File: config.mk
export PLATFORM = sky130hd
export DESIGN_NAME = reg_write_arbiter_flat
export DESIGN_NICKNAME = d
export VERILOG_FILES = /design/src/rtl/reg_write_arbiter_if.sv /design/src/rtl/reg_write_arbiter.sv /design/src/flat_wrapper.sv
export SDC_FILE = /design/constraint.sdc
export NUM_CORES = 1
export LEC_CHECK = 0
export ABC_AREA = 1
export CORE_MARGIN = 2
export CORE_UTILIZATION = 47
export CTS_CLUSTER_SIZE = 25
export DETAILED_ROUTE_END_ITERATION = 10
export GPL_ROUTABILITY_DRIVEN = 0
export GPL_TIMING_DRIVEN = 0
export PLACE_DENSITY = 0.9
export REMOVE_ABC_BUFFERS = 1
export SLEW_MARGIN = 20
export SYNTH_ARGS = -nofsm -noshare
export SYNTH_HDL_FRONTEND = slang
export SYNTH_SLANG_ARGS = --single-unit
File: constraint.sdc
create_clock -name clk -period 3 [get_ports clk]
set_clock_uncertainty 0.05 [all_clocks]
set_input_delay 0.3 -clock clk [delete_from_list [all_inputs] [get_ports clk]]
set_output_delay 0.3 -clock clk [all_outputs]
set_load 0.03 [all_outputs]
File: src/rtl/reg_write_arbiter_if.sv
// Register-file write port bundle shared by the two writeback sources and the arbiter.
// master = requester side, slave = arbiter side.
interface reg_write_if #(
   parameter int unsigned ADDR_W = 4,
   parameter int unsigned DATA_W = 16
);
   logic              a_req;
   logic [ADDR_W-1:0] a_addr;
   logic [DATA_W-1:0] a_data;
   logic              a_ack;
   logic              b_req;
   logic [ADDR_W-1:0] b_addr;
   logic [DATA_W-1:0] b_data;
   logic              b_ack;
   logic              wr_sel;
   logic              wr_en;
   logic [ADDR_W-1:0] wr_addr;
   logic [DATA_W-1:0] wr_data;
   logic [7:0]        conflicts;

   modport master (
      output a_req, a_addr, a_data, b_req, b_addr, b_data,
      input  a_ack, b_ack, wr_sel, wr_en, wr_addr, wr_data, conflicts
   );

   modport slave (
      input  a_req, a_addr, a_data, b_req, b_addr, b_data,
      output a_ack, b_ack, wr_sel, wr_en, wr_addr, wr_data, conflicts
   );
endinterface

File: src/rtl/reg_write_arbiter.sv
// Two-source (ALU / load) arbiter for the single register-file write port, registered output.
// Optional R0_GUARD_EN: grants to register 0 are acked but never enable the write.
module reg_write_arbiter #(
   parameter int unsigned ADDR_W  = 4,
   parameter int unsigned DATA_W  = 16,
   parameter bit          RR_MODE = 1'b1
) (
   input logic       clk,
   input logic       rst,
   reg_write_if.slave bus
);

   localparam int unsigned CONF_W   = 8;
   localparam logic [CONF_W-1:0] CONF_MAX = '1;
   localparam logic GRANT_A = 1'b0;
   localparam logic GRANT_B = 1'b1;

   typedef enum logic [1:0] {
      IDLE    = 2'd0,
      WRITE_A = 2'd1,
      WRITE_B = 2'd2
   } state_t;

   state_t              state_q,   state_n;
   logic                a_ack_q,   a_ack_n;
   logic                b_ack_q,   b_ack_n;
   logic                wr_en_q,   wr_en_n;
   logic                wr_sel_q,  wr_sel_n;
   logic [ADDR_W-1:0]   wr_addr_q, wr_addr_n;
   logic [DATA_W-1:0]   wr_data_q, wr_data_n;
   logic [CONF_W-1:0]   conf_q,    conf_n;
   logic                last_q,    last_n;

   logic a_elig, b_elig, tie, pick_b;

   // A source whose write is on the port this cycle cannot be granted again
   assign a_elig = bus.a_req && (state_q != WRITE_A);
   assign b_elig = bus.b_req && (state_q != WRITE_B);
   assign tie    = a_elig && b_elig;

   always_ff @(posedge clk or posedge rst) begin
      if (rst) begin
         state_q   <= IDLE;
         a_ack_q   <= 1'b0;
         b_ack_q   <= 1'b0;
         wr_en_q   <= 1'b0;
         wr_sel_q  <= 1'b0;
         wr_addr_q <= '0;
         wr_data_q <= '0;
         conf_q    <= '0;
         last_q    <= GRANT_B;
      end else begin
         state_q   <= state_n;
         a_ack_q   <= a_ack_n;
         b_ack_q   <= b_ack_n;
         wr_en_q   <= wr_en_n;
         wr_sel_q  <= wr_sel_n;
         wr_addr_q <= wr_addr_n;
         wr_data_q <= wr_data_n;
         conf_q    <= conf_n;
         last_q    <= last_n;
      end
   end

   // Arbitration on this cycle's inputs; winner lands in the output stage next cycle
   always_comb begin
      state_n   = IDLE;
      a_ack_n   = 1'b0;
      b_ack_n   = 1'b0;
      wr_en_n   = 1'b0;
      wr_sel_n  = wr_sel_q;
      wr_addr_n = wr_addr_q;
      wr_data_n = wr_data_q;
      conf_n    = conf_q;
      last_n    = last_q;
      pick_b    = 1'b0;

      if (tie && (conf_q != CONF_MAX)) begin
         conf_n = conf_q + CONF_W'(1);
      end

      if (tie) begin
         pick_b = RR_MODE ? (last_q == GRANT_A) : 1'b0;
      end else begin
         pick_b = b_elig;
      end

      if (a_elig || b_elig) begin
         state_n = pick_b ? WRITE_B : WRITE_A;
      end

      unique case (state_n)
         WRITE_A: begin
            a_ack_n   = 1'b1;
            wr_sel_n  = 1'b0;
            wr_addr_n = bus.a_addr;
            wr_data_n = bus.a_data;
            last_n    = GRANT_A;
         end
         WRITE_B: begin
            b_ack_n   = 1'b1;
            wr_sel_n  = 1'b1;
            wr_addr_n = bus.b_addr;
            wr_data_n = bus.b_data;
            last_n    = GRANT_B;
         end
         default: ;
      endcase

      if (state_n != IDLE) begin
`ifdef R0_GUARD_EN
         wr_en_n = (wr_addr_n != '0);
`else
         wr_en_n = 1'b1;
`endif
      end
   end

   assign bus.a_ack     = a_ack_q;
   assign bus.b_ack     = b_ack_q;
   assign bus.wr_en     = wr_en_q;
   assign bus.wr_sel    = wr_sel_q;
   assign bus.wr_addr   = wr_addr_q;
   assign bus.wr_data   = wr_data_q;
   assign bus.conflicts = conf_q;

endmodule

File: src/flat_wrapper.sv
// flat-port wrapper written by rule: the top's interface ports become plain ports
module reg_write_arbiter_flat 
#(
   parameter int unsigned ADDR_W  = 4,
   parameter int unsigned DATA_W  = 16,
   parameter bit          RR_MODE = 1'b1
)
  (clk, rst, bus_a_req, bus_a_addr, bus_a_data, bus_b_req, bus_b_addr, bus_b_data, bus_a_ack, bus_b_ack, bus_wr_sel, bus_wr_en, bus_wr_addr, bus_wr_data, bus_conflicts);
  reg_write_if #(.ADDR_W(ADDR_W), .DATA_W(DATA_W)) bus_i ();
  input logic clk;
  input logic rst;
  input wire logic [$bits(bus_i.a_req)-1:0] bus_a_req;
  input wire logic [$bits(bus_i.a_addr)-1:0] bus_a_addr;
  input wire logic [$bits(bus_i.a_data)-1:0] bus_a_data;
  input wire logic [$bits(bus_i.b_req)-1:0] bus_b_req;
  input wire logic [$bits(bus_i.b_addr)-1:0] bus_b_addr;
  input wire logic [$bits(bus_i.b_data)-1:0] bus_b_data;
  output wire logic [$bits(bus_i.a_ack)-1:0] bus_a_ack;
  output wire logic [$bits(bus_i.b_ack)-1:0] bus_b_ack;
  output wire logic [$bits(bus_i.wr_sel)-1:0] bus_wr_sel;
  output wire logic [$bits(bus_i.wr_en)-1:0] bus_wr_en;
  output wire logic [$bits(bus_i.wr_addr)-1:0] bus_wr_addr;
  output wire logic [$bits(bus_i.wr_data)-1:0] bus_wr_data;
  output wire logic [$bits(bus_i.conflicts)-1:0] bus_conflicts;
  assign bus_i.a_req = bus_a_req;
  assign bus_i.a_addr = bus_a_addr;
  assign bus_i.a_data = bus_a_data;
  assign bus_i.b_req = bus_b_req;
  assign bus_i.b_addr = bus_b_addr;
  assign bus_i.b_data = bus_b_data;
  assign bus_a_ack = bus_i.a_ack;
  assign bus_b_ack = bus_i.b_ack;
  assign bus_wr_sel = bus_i.wr_sel;
  assign bus_wr_en = bus_i.wr_en;
  assign bus_wr_addr = bus_i.wr_addr;
  assign bus_wr_data = bus_i.wr_data;
  assign bus_conflicts = bus_i.conflicts;
  reg_write_arbiter #(.ADDR_W(ADDR_W), .DATA_W(DATA_W), .RR_MODE(RR_MODE)) u_core (.clk(clk), .rst(rst), .bus(bus_i));
endmodule
---- Word-level counts from Yosys, hierarchy flattened ----
Cells that the tools add are included.
word-level totals
  RAM bits ................................ 0
  output and inout bits ................... 32
  bits in read-only memories .............. 0
  memories ................................ 0
  flip-flop bits (word level) ............. 35
  latch bits .............................. 0
cells by class
  multipliers ............................. 0
  magnitude comparators ................... 0
  bitwise gates (word level) .............. 1
  divide/modulo/power cells ............... 0
  equal/unequal tests ..................... 5
  shift operators ......................... 0
  $add $sub $neg .......................... 1
  mux-type cells .......................... 9
  reductions and logical operators ........ 7
operators with widths
  kind                                                                   number
  16-bit case mux with 2 select lines                                    1
  8-bit by 1-bit adder with 8-bit output, second input constant          1
  8-bit != test, second input constant                                   1
  4-bit case mux with 2 select lines                                     1
  1-bit logical AND                                                      4
  1-bit two-way mux                                                      4
  2-bit two-way mux                                                      2
  2-bit nonzero test                                                     2
  2-bit by 1-bit equality test with 1-bit output, second input constant  1
  2-bit equality test, second input constant                             1
  2-bit by 1-bit != test with 1-bit output, second input constant        1
  2-bit != test, second input constant                                   1
  1-bit case mux with 2 select lines                                     1
  1-bit logical OR                                                       1
  1-bit NOT                                                              1

---- Logic depth before layout (Yosys ltp) ----
  depth after elaboration ................. 8
  mapped depth ............................ 8

---- Worst setup path before layout ----
OpenSTA, ideal clock, no wires.
  path kind ............................... register to register
  start point ............................. register u_core.conf_q[0], in the netlist u_core.bus.conflicts[0]
  end point ............................... register u_core.conf_q[5], in the netlist u_core.bus.conflicts[5]
  cell stages (with the launch flop) ...... 8
  arrival ................................. 1.366 ns
  slack ................................... 1.518 ns
  clock period less this slack ............ 1.482 ns
  setup time .............................. 0.066 ns
  data required time ...................... 2.884 ns
  cells stage by stage .................... dfrtp_1 > ha_1 > nand3_2 > inv_1 > nand3_2 > nand2_2 > nand2_1 > nand2_1
on the way
  word-level cells in the longest chain between the ends .. 2
  elaborated cells on any way between the ends .. 3
  those cells by class .................... 1 x add/sub; 1 x eq/ne; 1 x reduce/logical
RTL lines
  item                                                                            line                     text
  from (decl)                                                                     reg_write_arbiter.sv:31  logic [CONF_W-1:0] conf_q, conf_n;
  from (signal assigned)                                                          reg_write_arbiter.sv:60  conf_q <= conf_n;
  branches (longest 2 deep; another with 8-bit by 1-bit adder with 8-bit output)  --
Several ways; the timed one is not identified.
A chain may end at the register's enable or synchronous reset.

---- Final worst setup path ----
  start point ............................. input bus_b_req
  end point ............................... register u_core.wr_data_q[9], in the netlist u_core.bus.wr_data[9]
on the way
  word-level cells in the longest chain between the ends .. 7
  elaborated cells on any way between the ends .. 10
  those cells by class .................... 2 x eq/ne; 4 x mux; 4 x reduce/logical
RTL lines
  item                                                                                          line                     text
  from (decl)                                                                                   flat_wrapper.sv:15       input wire logic [$bits(bus_i.b_req)-1:0] bus_b_req;
  1-bit logical AND (*)                                                                         reg_write_arbiter.sv:38  assign b_elig = bus.b_req && (state_q != WRITE_B);
  1-bit logical AND                                                                             reg_write_arbiter.sv:39  assign tie = a_elig && b_elig;
  1-bit two-way mux                                                                             reg_write_arbiter.sv:82  if (tie) begin
  2-bit two-way mux                                                                             reg_write_arbiter.sv:89  state_n = pick_b ? WRITE_B : WRITE_A;
  2-bit two-way mux (*)                                                                         reg_write_arbiter.sv:88  if (a_elig || b_elig) begin
  2-bit equality test / 2-bit by 1-bit equality test with 1-bit output (equally long branches)  reg_write_arbiter.sv:92  unique case (state_n)
  16-bit case mux with 2 select lines / 2-bit nonzero test (equally long branches)              --
  to (signal assigned)                                                                          reg_write_arbiter.sv:59  wr_data_q <= wr_data_n;
  to (decl)                                                                                     reg_write_arbiter.sv:30  logic [DATA_W-1:0] wr_data_q, wr_data_n;
Every way passes the cells marked *; elsewhere a longest branch is shown, timed or not.

==> results.py <==
metrics = {
    "synth": {
        "dominantRegCellSynth": "sky130_fd_sc_hd__dfrtp_1",
        "synth_most_common_cell": "sky130_fd_sc_hd__nand3_1",
        "synth_edf_count": 0,
        "synth.largest_area_cell": "sky130_fd_sc_hd__dfrtp_1",
        "yosys_cell_types": 20,
        "syn_area_per_cell_sq_um": 9.19,
        "yosysSeqAreaShare_pct": 42.5,
        "synth_async_sr_flop_share_pct": 100,
        "synth-seq-cells": 33,
        "synth_top_cells_by_count": "sky130_fd_sc_hd__nand3_1 (48), sky130_fd_sc_hd__nand3_2 (41), sky130_fd_sc_hd__nand2_1 (40)",
        "synthDominantCellAreaShare_pct": 41.1,
        "syn_inst": 212,
        "mappedNetlistArea_sq_um": 1950,
        "count_of_yosys_warnings_during_synthesis": 0,
        "synthTopCellsByArea": "sky130_fd_sc_hd__dfrtp_1 (41%), sky130_fd_sc_hd__nand3_2 (21%), sky130_fd_sc_hd__nand3_1 (12%)",
    },
    "placement": {
        "dp.cells": 325,
        "buffer_ports.inserted": 75,
        "post_dp_cell_area_sq_um": 2670,
        "post-place-ws_ns": 0.598,
        "post-dp-hpwl_mm": 3.42,
    },
    "worst_setup_path": {
        "reg2reg_from": "u_core.state_q[0]$_DFF_PP0_",
        "crit_chain": "clkdlybuf4s50_1, inv_1, nor2_4, nand2_2, nand3_1, nand3_1",
        "critical_path.startpoint_type": "input pin",
        "crit_family": "simple AND/OR/NAND/NOR gates",
        "cpPeakStageDelay_ns": 0.53,
        "worst-setup-path-type": "input pin to register",
        "reg2regPathDepth": 5,
        "cp_max_fo": 23,
        "worst-endpoint-required_ns": 3.11,
        "crit_path_top_delay_cell": "sky130_fd_sc_hd__nand2_2",
        "setup.reg_to_reg.worst_slack_ns": 0.93,
        "critPathBufInv": 2,
        "critical-path-top-cell-by-count": "sky130_fd_sc_hd__nand3_1",
        "critical_path_capture_point_type": "register",
        "r2r-end": "u_core.state_q[0]$_DFF_PP0_",
        "critPathArrivalTime_ns": 2.22,
    },
    "global_routing": {
        "grt_total_usage_pct": 23.4,
        "global_route_wire_length_before_repair_mm": 8.01,
        "grt_total_ovfl": 0,
        "grt_antenna_before_repair": 0,
        "grt_pass1_vias": 1743,
        "largest_net_degree_at_the_start_of_global_routing": 34,
    },
    "clocking": {
        "numClockSinks": 33,
        "quantity_of_hold_fixing_buffers_added_after_cts": 0,
        "cts_made_buffers": 5,
        "clkSlewWorstSetupHoldPaths_ns": 0.07,
        "htree_num_levels": 2,
        "ctsLongestPathBuffers": 2,
        "post_cts_resized": 0,
        "clock_latency_ns": 0.28,
        "clock_tree_from_tritoncts": "built",
        "cts-root-buf": "sky130_fd_sc_hd__clkbuf_8",
        "post_cts_buffers": 0,
    },
    "routing": {
        "totalWireLength_mm": 5.01,
        "drt.antenna.violating_nets": 0,
        "via_count": 1785,
        "drtPass1Iterations": 4,
        "wl_per_cell_um": 15.0,
        "drc_errors": 0,
        "via_per_inst": 5.36,
        "detail_route.iter0.violations": 147,
    },
    "cells_and_area": {
        "instances_no_fill": 333,
        "finalNetCount": 327,
        "num_antenna_cells": 0,
        "proportion_of_layout_cells_with_a_drive_suffix_above_1_pct": 20.5,
        "layout-area-overhead-vs-synth_pct": 41.0,
        "fin_area_sq_um": 2750,
    },
    "die": {
        "num_io_pins": 76,
        "initial_utilization_pct": 48.7,
        "core-area_sq_um": 4000,
        "chipHeight_um": 68.4,
        "die_width_um": 68.4,
        "fp-row-count": 23,
        "fp.dieArea_sq_um": 4680,
    },
    "pwr": {
        "vdd_drop_max_mv": 0.441,
        "cellLeakagePower_nw": 1.25,
        "power.density_cell_area_nw_per_um2": 761,
    },
    "sta": {
        "report.final.setup_viol": 0,
        "holdWs_ns": 0.396,
        "finalMaxSlewViolations": 0,
        "hold_viol": 0,
        "grt_setup_unrepaired": "false",
        "finalWorstPathRequiredPeriod_ns": 2.11,
        "worst_slew_margin_rel_pct": 50.7,
        "worstMarginPinSlew_ns": 0.736,
        "post-route-worst-setup-slack_ns": 0.894,
        "min_period_over_period_pct": 70.2,
        "setup_total_negative_slack_ns": 0,
        "max_freq_mhz": 475,
    },
    "run": {
        "max_cap_violations": 0,
    },
    "worst_hold_path": {
        "hold_class": "input pin to async pin",
    },
    "outcome": {
        "run_status": "finished, final reports clean",
    },
}
worst max-delay path by stage:
| stage | cells past startpoint | from | slack, ns | endpoint |
|---|---|---|---|---|
| floorplan | 6 | u_core.bus.b_ack$_DFF_PP0_ | 1.16 | u_core.state_q[0]$_DFF_PP0_ |
| global placement | 6 | bus_b_req | 0.62 | u_core.bus.wr_data[9]$_DFFE_PP0P_ |
| detailed placement | 6 | bus_b_req | 0.60 | u_core.bus.wr_data[9]$_DFFE_PP0P_ |
| CTS | 6 | bus_b_req | 0.90 | u_core.bus.wr_data[9]$_DFFE_PP0P_ |
| global route | 6 | bus_b_req | 0.75 | u_core.bus.wr_data[9]$_DFFE_PP0P_ |
| finish | 6 | bus_b_req | 0.89 | u_core.bus.wr_data[9]$_DFFE_PP0P_ |
stage by stage:
stage,util (%),power (mW)
5_1_grt,68.7,2.22
2_1_floorplan,-,1.33
4_1_cts,68.7,2.10
3_3_place_gp,66.7,1.75
3_5_place_dp,66.7,1.78
6_report,68.7,2.09
kinds of logic (layout without fill, tap and decap cells):
| kind of cell | count (synthesis) | in the layout | synth area share [%] |
|---|---|---|---|
| adder cells (fa/ha/maj) | 1 | 1 | 0.642 |
| AND/OR/NAND/NOR | 144 | 144 | 46.4 |
| XOR/XNOR | 2 | 2 | 0.899 |
| AO/OA/AOI/OAI | 5 | 5 | 1.86 |
| buffers and inverters | 27 | 98 | 7.77 |
| flip-flops | 33 | 33 | 42.5 |
per-layer routing:
| metal | track usage [%] | wire (um) |
|---|---|---|
| met5 | 0 | 0 |
| met4 | 8.00 | 70 |
| met1 | 29.0 | 2030 |
| met3 | 8.88 | 342 |
| met2 | 37.3 | 2570 |
area by class of cell:
type | instances | area (sq um)
fill | 327 | 1250
multi-input combinational | 152 | 970
sequential | 33 | 827
timing repair buffer | 75 | 751
clock buffer | 8 | 80.1
tap | 50 | 62.6
inverter | 15 | 56.3
sequential cells by signal (all words and copies together) (netlist names):
| name | flops |
|---|---|
| u_core.last_q | 1 |
| u_core.bus.wr_en | 1 |
| u_core.bus.wr_sel | 1 |
| u_core.bus.b_ack | 1 |
| u_core.bus.conflicts | 8 |
| u_core.bus.wr_addr | 4 |
| u_core.bus.wr_data | 16 |
| u_core.state_q | 1 |
where the power goes:
part	total (mW)	switching (mW)	internal, mW
logic	1.06	0.642	0.422
clock network	0.323	0.158	0.165
registers	0.704	0.114	0.590
cells in the final DEF, fill, tap and decap left out:
| cell | netlist | routed |
|---|---|---|
| sky130_fd_sc_hd__nand3_1 | 48 | 48 |
| sky130_fd_sc_hd__nor2_4 | 2 | 2 |
| sky130_fd_sc_hd__clkbuf_8 | 0 | 5 |
| sky130_fd_sc_hd__inv_1 | 15 | 14 |
| sky130_fd_sc_hd__nand2_4 | 2 | 2 |
| sky130_fd_sc_hd__nand3b_1 | 1 | 1 |
| sky130_fd_sc_hd__nor2_2 | 2 | 2 |
| sky130_fd_sc_hd__ha_1 | 1 | 1 |
| sky130_fd_sc_hd__dfrtp_1 | 32 | 32 |
| sky130_fd_sc_hd__dfstp_2 | 1 | 1 |
| sky130_fd_sc_hd__clkdlybuf4s50_1 | 0 | 75 |
| sky130_fd_sc_hd__nand3_2 | 41 | 41 |
| sky130_fd_sc_hd__nand2_1 | 40 | 40 |
| sky130_fd_sc_hd__o21ai_4 | 1 | 1 |
| sky130_fd_sc_hd__xor2_1 | 2 | 2 |
| sky130_fd_sc_hd__inv_2 | 0 | 1 |
| sky130_fd_sc_hd__nor2_1 | 5 | 5 |
| sky130_fd_sc_hd__clkbuf_1 | 0 | 3 |
| sky130_fd_sc_hd__a21oi_1 | 1 | 1 |
| sky130_fd_sc_hd__o21ai_0 | 3 | 3 |
| sky130_fd_sc_hd__nand2_2 | 3 | 3 |
Power figures use the tool's default switching activity.
